`src/rtl/rr_mux_arb_if.sv`:
```
// ---------------------------------------------------------------------------
// rr_mux_arb_if
//   Stream bundle for the arbitrated multiplexer rr_mux_arb.
//   The N producer streams and the single merged consumer stream share one
//   interface so that a parameterised instance carries consistent widths.
//
//   Parameters
//     N      number of producer channels (N >= 2)
//     WIDTH  data width per channel (WIDTH >= 1)
//     SELW   derived index width, $clog2(N)
//
//   Signals
//     in_valid  [N]        producer i offers a word
//     in_data   [N*WIDTH]  producer i word at [i*WIDTH +: WIDTH]
//     in_ready  [N]        producer i word taken this cycle (one-hot or zero)
//     out_valid            merged output register holds a word
//     out_data  [WIDTH]    merged output word
//     out_sel   [SELW]     channel that supplied out_data
//     out_ready            consumer takes out_data this cycle
//
//   Modports
//     slave   the arbiter side (consumes producers, drives the merged stream)
//     master  the environment side (producers plus consumer)
// ---------------------------------------------------------------------------
interface rr_mux_arb_if #(
    parameter int N     = 4,
    parameter int WIDTH = 8
);
    localparam int SELW = $clog2(N);

    logic [N-1:0]       in_valid;
    logic [N*WIDTH-1:0] in_data;
    logic [N-1:0]       in_ready;
    logic               out_valid;
    logic [WIDTH-1:0]   out_data;
    logic [SELW-1:0]    out_sel;
    logic               out_ready;

    modport slave (
        input  in_valid,
        input  in_data,
        input  out_ready,
        output in_ready,
        output out_valid,
        output out_data,
        output out_sel
    );

    modport master (
        output in_valid,
        output in_data,
        output out_ready,
        input  in_ready,
        input  out_valid,
        input  out_data,
        input  out_sel
    );
endinterface

```
`src/rtl/rr_mux_arb.sv`:
```
// ---------------------------------------------------------------------------
// rr_mux_arb
//   N-channel registered multiplexer with internal arbitration. Each cycle in
//   which the output register can load, one valid producer is granted; its
//   word is registered onto the merged output together with its channel
//   index. Round-robin (MODE=0) or fixed priority, channel 0 first (MODE=1).
//
//   Parameters
//     N      number of input channels, N >= 2
//     WIDTH  data width per channel, WIDTH >= 1
//     MODE   0 = round-robin, 1 = fixed priority
//
//   Ports
//     clk    system clock, all state updates on the rising edge
//     rst    synchronous active-high reset; clears the output register and
//            the round-robin pointer, and blocks every in_ready while high
//     bus    rr_mux_arb_if.slave: producer valid/data/ready and the merged
//            valid/data/sel/ready stream
//
//   Timing
//     in_ready is combinational from in_valid, out_ready and internal state
//     (never from in_data). A word accepted at an edge is visible on the
//     output in the following cycle. With out_ready held high the block moves
//     one word per cycle: an output word draining at an edge is replaced by a
//     new word at the same edge.
// ---------------------------------------------------------------------------
module rr_mux_arb #(
    parameter int N     = 4,
    parameter int WIDTH = 8,
    parameter int MODE  = 0
) (
    input  logic        clk,
    input  logic        rst,
    rr_mux_arb_if.slave bus
);
    localparam int SELW = $clog2(N);

    // -----------------------------------------------------------------------
    // State
    // -----------------------------------------------------------------------
    logic             out_valid_reg;
    logic [WIDTH-1:0] out_data_reg;
    logic [SELW-1:0]  out_sel_reg;
    // Channel searched first on the next round-robin decision. Always < N.
    logic [SELW-1:0]  rr_ptr_reg;

    // -----------------------------------------------------------------------
    // Arbitration signals
    // -----------------------------------------------------------------------
    logic [WIDTH-1:0] data_arr [N];
    logic [N-1:0]     hi_mask;    // channels at or above rr_ptr
    logic [N-1:0]     req_hi;     // requests at or above rr_ptr
    logic [N-1:0]     req_sel;    // request set the lowest-index search runs on
    logic [N-1:0]     gnt_oh;     // one-hot grant, zero when nobody requests
    logic [N-1:0]     bit_terms [SELW];
    logic [SELW-1:0]  grant;
    logic [SELW-1:0]  ptr_next;
    logic             any_valid;
    logic             load;

    // The output register can take a word when it is empty or draining now.
    assign load      = ~out_valid_reg | bus.out_ready;
    assign any_valid = |bus.in_valid;

    // Round-robin as a two-pass priority search: first look for the lowest
    // requester at or above rr_ptr; if there is none the search wraps, which
    // is the same as taking the lowest requester overall. Fixed priority is
    // the degenerate case where every channel counts as "above".
    assign req_hi  = bus.in_valid & hi_mask;
    assign req_sel = (|req_hi) ? req_hi : bus.in_valid;

    genvar gi;
    generate
        for (gi = 0; gi < N; gi++) begin : g_chan
            // Mask of all channels strictly below gi.
            localparam logic [N-1:0] LOW_MASK = (N'(1) << gi) - N'(1);

            assign data_arr[gi] = bus.in_data[gi*WIDTH +: WIDTH];

            if (MODE == 0) begin : g_rr
                assign hi_mask[gi] = (rr_ptr_reg <= SELW'(gi));
            end else begin : g_fixed
                assign hi_mask[gi] = 1'b1;
            end

            // Lowest set bit of req_sel wins.
            assign gnt_oh[gi] = req_sel[gi] & ~(|(req_sel & LOW_MASK));

            // Nothing is accepted while reset is asserted: that word would be
            // thrown away by the reset at the same edge.
            assign bus.in_ready[gi] = ~rst & load & gnt_oh[gi];
        end
    endgenerate

    // One-hot to binary: bit gb of the index is the OR of the grant bits of
    // every channel whose index has bit gb set.
    genvar gb;
    generate
        for (gb = 0; gb < SELW; gb++) begin : g_enc_bit
            for (gi = 0; gi < N; gi++) begin : g_enc_chan
                if (((gi >> gb) % 2) == 1) begin : g_set
                    assign bit_terms[gb][gi] = gnt_oh[gi];
                end else begin : g_clr
                    assign bit_terms[gb][gi] = 1'b0;
                end
            end
            assign grant[gb] = |bit_terms[gb];
        end
    endgenerate

    // Pointer moves to the channel after the one just granted, wrapping
    // explicitly so a non-power-of-two N never yields an index >= N.
    assign ptr_next = (grant == SELW'(N - 1)) ? '0 : grant + SELW'(1);

    // -----------------------------------------------------------------------
    // Output register and pointer
    // -----------------------------------------------------------------------
    always_ff @(posedge clk) begin
        if (rst) begin
            out_valid_reg <= 1'b0;
            out_data_reg  <= '0;
            out_sel_reg   <= '0;
            rr_ptr_reg    <= '0;
        end else if (load) begin
            if (any_valid) begin
                out_valid_reg <= 1'b1;
                out_data_reg  <= data_arr[grant];
                out_sel_reg   <= grant;
                if (MODE == 0) begin
                    rr_ptr_reg <= ptr_next;
                end
            end else begin
                // Empty or drained with no new word: data/sel keep the last
                // value, only the valid flag drops.
                out_valid_reg <= 1'b0;
            end
        end
    end

    assign bus.out_valid = out_valid_reg;
    assign bus.out_data  = out_data_reg;
    assign bus.out_sel   = out_sel_reg;

endmodule

```
`src/flat_wrapper.sv`:
```
// flat-port wrapper written by rule: the top's interface ports become plain ports
module rr_mux_arb_flat 
#(
    parameter int N     = 4,
    parameter int WIDTH = 8,
    parameter int MODE  = 0
)
  (clk, rst, bus_in_valid, bus_in_data, bus_out_ready, bus_in_ready, bus_out_valid, bus_out_data, bus_out_sel);
  rr_mux_arb_if #(.N(N), .WIDTH(WIDTH)) bus_i ();
  input  logic clk;
  input  logic rst;
  input wire logic [$bits(bus_i.in_valid)-1:0] bus_in_valid;
  input wire logic [$bits(bus_i.in_data)-1:0] bus_in_data;
  input wire logic [$bits(bus_i.out_ready)-1:0] bus_out_ready;
  output wire logic [$bits(bus_i.in_ready)-1:0] bus_in_ready;
  output wire logic [$bits(bus_i.out_valid)-1:0] bus_out_valid;
  output wire logic [$bits(bus_i.out_data)-1:0] bus_out_data;
  output wire logic [$bits(bus_i.out_sel)-1:0] bus_out_sel;
  assign bus_i.in_valid = bus_in_valid;
  assign bus_i.in_data = bus_in_data;
  assign bus_i.out_ready = bus_out_ready;
  assign bus_in_ready = bus_i.in_ready;
  assign bus_out_valid = bus_i.out_valid;
  assign bus_out_data = bus_i.out_data;
  assign bus_out_sel = bus_i.out_sel;
  rr_mux_arb #(.N(N), .WIDTH(WIDTH), .MODE(MODE)) u_core (.clk(clk), .rst(rst), .bus(bus_i));
endmodule
```
`config.mk`:
```
export PLATFORM = sky130hd
export DESIGN_NAME = rr_mux_arb_flat
export DESIGN_NICKNAME = d
export VERILOG_FILES = /design/src/rtl/rr_mux_arb_if.sv /design/src/rtl/rr_mux_arb.sv /design/src/flat_wrapper.sv
export SDC_FILE = /design/constraint.sdc
export NUM_CORES = 1
export LEC_CHECK = 0
export BUFFER_PORTS_ARGS = -buffer_cell sky130_fd_sc_hd__clkbuf_2
export CORE_MARGIN = 3
export CORE_UTILIZATION = 30
export DETAILED_ROUTE_END_ITERATION = 8
export PLACE_DENSITY = 0.6
export REMOVE_ABC_BUFFERS = 1
export SLEW_MARGIN = 30
export SYNTH_ARGS = -nofsm -noshare
export SYNTH_HDL_FRONTEND = slang
export SYNTH_SLANG_ARGS = --single-unit
```
`constraint.sdc`:
```
create_clock -name clk -period 3 [get_ports clk]
set_input_delay 0.45 -clock clk [delete_from_list [all_inputs] [get_ports clk]]
set_output_delay 0.45 -clock clk [all_outputs]
set_load 0.1 [all_outputs]
```
; Word-level counts from Yosys, hierarchy flattened
; Index checks and enable logic that the tools add are counted.
; Widths: inputs -> output; s select.
[totals]
ff_bits = 13
elab_cells = 40
[classes]
addsub = 1
magnitude_cmp = 5
n_eq_ne = 1
mux = 6
bitwise_logic = 16
n_reduce_logical = 7
[ops]
columns = operator, count
row1 = $bmux 8 s2, 1
row2 = $mux 8, 2
row3 = $and 1x1->1, 8
row4 = $reduce_or 4->1, 2
row5 = $reduce_or 2->1, 3
row6 = $not 1->1, 5
row7 = $and 4x4->4, 1
row8 = $le 2x1->1 const B, 2
row9 = $le 2x2->1 const B, 2
row10 = $mux 4, 1
row11 = $ge 3x3->1 const B, 1
row12 = $not 2->3, 1
row13 = $reduce_or 3->1, 1
row14 = $add 2x1->2 const B, 1
row15 = $eq 2x2->1 const B, 1
row16 = $mux 2, 1
row17 = $reduce_and 2->1, 1
row18 = $mux 1, 1
row19 = $or 1x1->1, 1

; Logic depth before layout (Yosys ltp)
[logic_depth]
ltp_word = 12
depth_mapped = 7
mapped_depth_nobuf = 5

; Least setup slack after synthesis
; Ideal clock, no wire load.
[synth_path]
path_kind = register to output
startpoint = register u_core.out_valid_reg (netlist: u_core.bus.out_valid)
endpoint = output bus_in_ready[3]
arrival_time_ps = 3125
t_required_ps = 2550
slack_ps = -575
stages_incl_launch_ff = 4
cell_sequence = dfxtp_1 > nand2b_1 > nand2_1 > nor3_1
[synth_between]
elab_chain_len = 4
[synth_rtl]
columns = element, line
row1 = start: declaration, rr_mux_arb.sv:41  ; logic out_valid_reg;
row2 = start signal: assignment, rr_mux_arb.sv:120  ; out_valid_reg <= 1'b0;
row3 = start signal: assignment, rr_mux_arb.sv:126  ; out_valid_reg <= 1'b1;
row4 = start signal: assignment, rr_mux_arb.sv:135  ; out_valid_reg <= 1'b0;
row5 = $not 1->1, rr_mux_arb.sv:62  ; assign load = ~out_valid_reg | bus.out_ready;
row6 = $or 1x1->1, rr_mux_arb.sv:62
row7 = $and 1x1->1 (2 in a row), rr_mux_arb.sv:91  ; assign bus.in_ready[gi] = ~rst & load & gnt_oh[gi];
row8 = end: declaration, flat_wrapper.sv:15  ; output wire logic [$bits(bus_i.in_ready)-1:0] bus_in_ready;
; No other way between the ends.

; Final worst setup path
[layout_path]
startpoint = register u_core.rr_ptr_reg[0]
endpoint = output bus_in_ready[2]
[layout_between]
elab_chain_len = 8
[layout_rtl]
columns = element, line
row1 = start: declaration, rr_mux_arb.sv:45  ; logic [SELW-1:0] rr_ptr_reg;
row2 = start signal: assignment, rr_mux_arb.sv:130  ; rr_ptr_reg <= ptr_next;
row3 = $le 2x1->1 / $le 2x2->1 (equally long branches), rr_mux_arb.sv:81  ; assign hi_mask[gi] = (rr_ptr_reg <= SELW'(gi));
row4 = $and 4x4->4 (*), rr_mux_arb.sv:69  ; assign req_hi = bus.in_valid & hi_mask;
row5 = $reduce_or 4->1, rr_mux_arb.sv:70  ; assign req_sel = (|req_hi) ? req_hi : bus.in_valid;
row6 = $mux 4 (*), rr_mux_arb.sv:70
row7 = $reduce_or 2->1, rr_mux_arb.sv:87  ; assign gnt_oh[gi] = req_sel[gi] & ~(|(req_sel & LOW_MASK));
row8 = $not 1->1, rr_mux_arb.sv:87
row9 = $and 1x1->1 (*), rr_mux_arb.sv:87
row10 = $and 1x1->1 (*), rr_mux_arb.sv:91
; Every way passes the cells marked *; elsewhere a longest branch is shown, timed or not.

==> flow_summary.toml <==
[timing]
max_slew_margin_pct = 49.76
grt_setup_unrepaired = "no"
finalSetupViolations = 0
post-route-worst-setup-slack_ns = 0.7409
clock_skew_ns = 0.003351
fin_crit_sh_pct = 75.30
tightest_slew_ns = 0.7454
period_needed_ns = 2.259
final-max-slew-violation-count = 0
final_hold_viol_count = 0
holdWs_ns = 0.4609
fmax_ghz = 0.4427

[route]
first_pass_iters = 4
wirelength_um = 2353
drtIter0Drc = 28
num_vias = 912
post_drt_via_cell_ratio = 5.067
drc = 0
wl_per_cell_um = 13.07
ant_nets = 0

[power]
powerDensity_nw_per_um2 = 559.5
irDropWorstVdd_mv = 0.3021
power.total_mw = 0.6427
power_leakage_nw = 0.5553

[layout]
mostFrequentLayoutCell = "clkbuf_2"
layoutNonFillerInstCount = 180
final_area_um2 = 1149
num_antenna_cells = 0
largest_register_ffs = 8
nets = 190
final_cell_mix = "clkbuf_2 (53), dfxtp_1 (13), nand2_1 (11), nor2_1 (10), mux2i_1 (9)"
area.growth.synth_to_final_pct = 36.81
drive_gt1_share_pct = 44.67

[synth]
ys_types = 36
ys_seq_elements = 13
syn-instance-count = 96
synth_area_um2 = 839.6
seq_area_frac_synth_pct = 31.00
yosysWarnings = 0
syn_area_per_cell_um2 = 8.745

[global_routing]
grt_use_total_pct = 13.52
overflow = 0
grt_pass1_wl_um = 3608
grt_max_degree = 18
grt_pass1_vias = 819
grt_antenna_before_repair = 0

[clock_network]
cts_sinks = 13
clk_pin_slew_ns = 0.08
cts_max_path_buffers = 2
numCtsBuffers = 3
hold_buffers = 0
ctsHtreeMaxLevel = 1
clk_latency_ns = 0.27
cts_setup_buffers = 0
cts_tree = "yes"
cts-root-buf = "clkbuf_4"
cts_resized = 0

[worst_setup_path]
r2r-start = "u_core.rr_ptr_reg[1]"
endpoint_kind = "output port"
r2r_cells = 5
crit_path_start_kind = "flop"
worstReg2RegEnd = "u_core.bus.out_data[6]"
crit_fanout = 7
critPathRequiredTime_ns = 2.55
crit_type = "reg2out"
worst_ep_arrival_time_ns = 1.81
reg2reg_slack_ns = 1.31

[floorplan]
start_util_pct = 32.70
die_x_um = 58.90
die_area_um2 = 3469
core_um2 = 2567
ios = 54
floorplan.die.height_um = 58.90
rows = 18

[run_status]
status = "completed"

[place]
dp_hpwl_um = 1875
gp_congestion = 0.7648
pre_cts_ws_ns = 0.7599
placed_area_um2 = 1122
dp.cells = 176
portBuffers = 53

[worst_hold_path]
holdPathEnd = "u_core.bus.out_data[3]"
hold_path_startpoint = "bus_in_data[11]"
min_path_cells = 3
min_path_type = "in2reg"

[run]
max_cap_viol_count = 0
==> metrics by stage <==
step,util [%],TNS (ns)
after CTS,44.74,0
final,44.74,0
after global routing,44.74,0
after global placement,43.71,0
after detailed placement,43.71,0
after floorplan,-,-0.5746
==> worst max path at each step <==
stage / endpoint / startpoint / slack [ns]
2_1_floorplan: bus_in_ready[3] / u_core.bus.out_valid / -0.57
3_3_place_gp: bus_in_ready[1] / bus_in_valid[3] / 0.80
3_5_place_dp: bus_in_ready[1] / bus_in_valid[3] / 0.76
4_1_cts: bus_in_ready[1] / u_core.rr_ptr_reg[1] / 0.74
5_1_grt: bus_in_ready[1] / bus_in_valid[3] / 0.62
6_report: bus_in_ready[2] / u_core.rr_ptr_reg[0] / 0.74
==> area by class of cell <==
class	instances	area (um2)
Sequential cell	13	260.3
Clock buffer	4	26.28
Fill cell	293	1419
Timing Repair Buffer	54	272.8
Multi-Input combinational cell	77	544.3
Tap cell	30	37.54
Inverter	2	7.507
==> power by group <==
part	total, mW	leakage, nW	switching, mW	internal [mW]
combinational	0.323	0.432	0.243	0.0808
sequential	0.211	0.108	0.0156	0.195
clock	0.109	0.0150	0.0571	0.0515
==> routing by layer <==
layer / routed length, um / GRT usage, % / vias up
met4: 13 / 2.589 / 0
met5: 0 / 0 / -
met1: 994 / 16.82 / 406
met2: 1199 / 21.92 / 23
met3: 146 / 5.702 / 2
li1: - / - / 481
==> cells by family after synthesis <==
family | count (synthesis) | synth area share (%)
simple gates | 36 | 21.31
compound gates | 32 | 32.79
flops | 13 | 31.00
mux | 9 | 10.73
buf+inv | 6 | 4.171
==> worst max-delay path, cell delays in order (launching register included) <==
cell and delay [ns]:
dfxtp_1 0.47, nor2b_1 0.12, o22a_1 0.19, o22ai_1 0.11, nand2_1 0.10, nor2_1 0.09, clkbuf_2 0.46
==> Yosys cell counts <==
cell,count,area [um2]
nor2b_2,2,17.52
mux2i_1,9,90.09
o21ai_1,1,5.000
a211o_1,1,8.760
o41ai_2,1,16.27
o211ai_2,1,12.51
and2_1,2,12.51
a211oi_4,1,20.02
clkbuf_1,1,3.750
buf_6,1,11.26
dfxtp_1,13,260.3
nor3_2,1,10.01
a21boi_1,1,7.510
nand2_1,11,41.29
nor2b_1,3,18.77
buf_2,1,5.000
a221oi_1,1,8.760
a21oi_1,2,10.01
o22ai_2,1,12.51
a31oi_1,1,6.260
o221ai_1,8,70.07
inv_2,1,3.750
nand3_1,1,5.000
nor2_1,10,37.54
o22ai_1,2,12.51
buf_4,1,7.510
o221a_2,1,11.26
o21ai_0,1,5.000
inv_1,1,3.750
nand2b_1,1,6.260
o211ai_1,7,52.55
and4_1,1,8.760
nor3_1,3,15.01
nor2_2,1,6.260
o22a_1,1,8.760
o21a_1,1,7.510
Power figures use the tool's default switching activity.
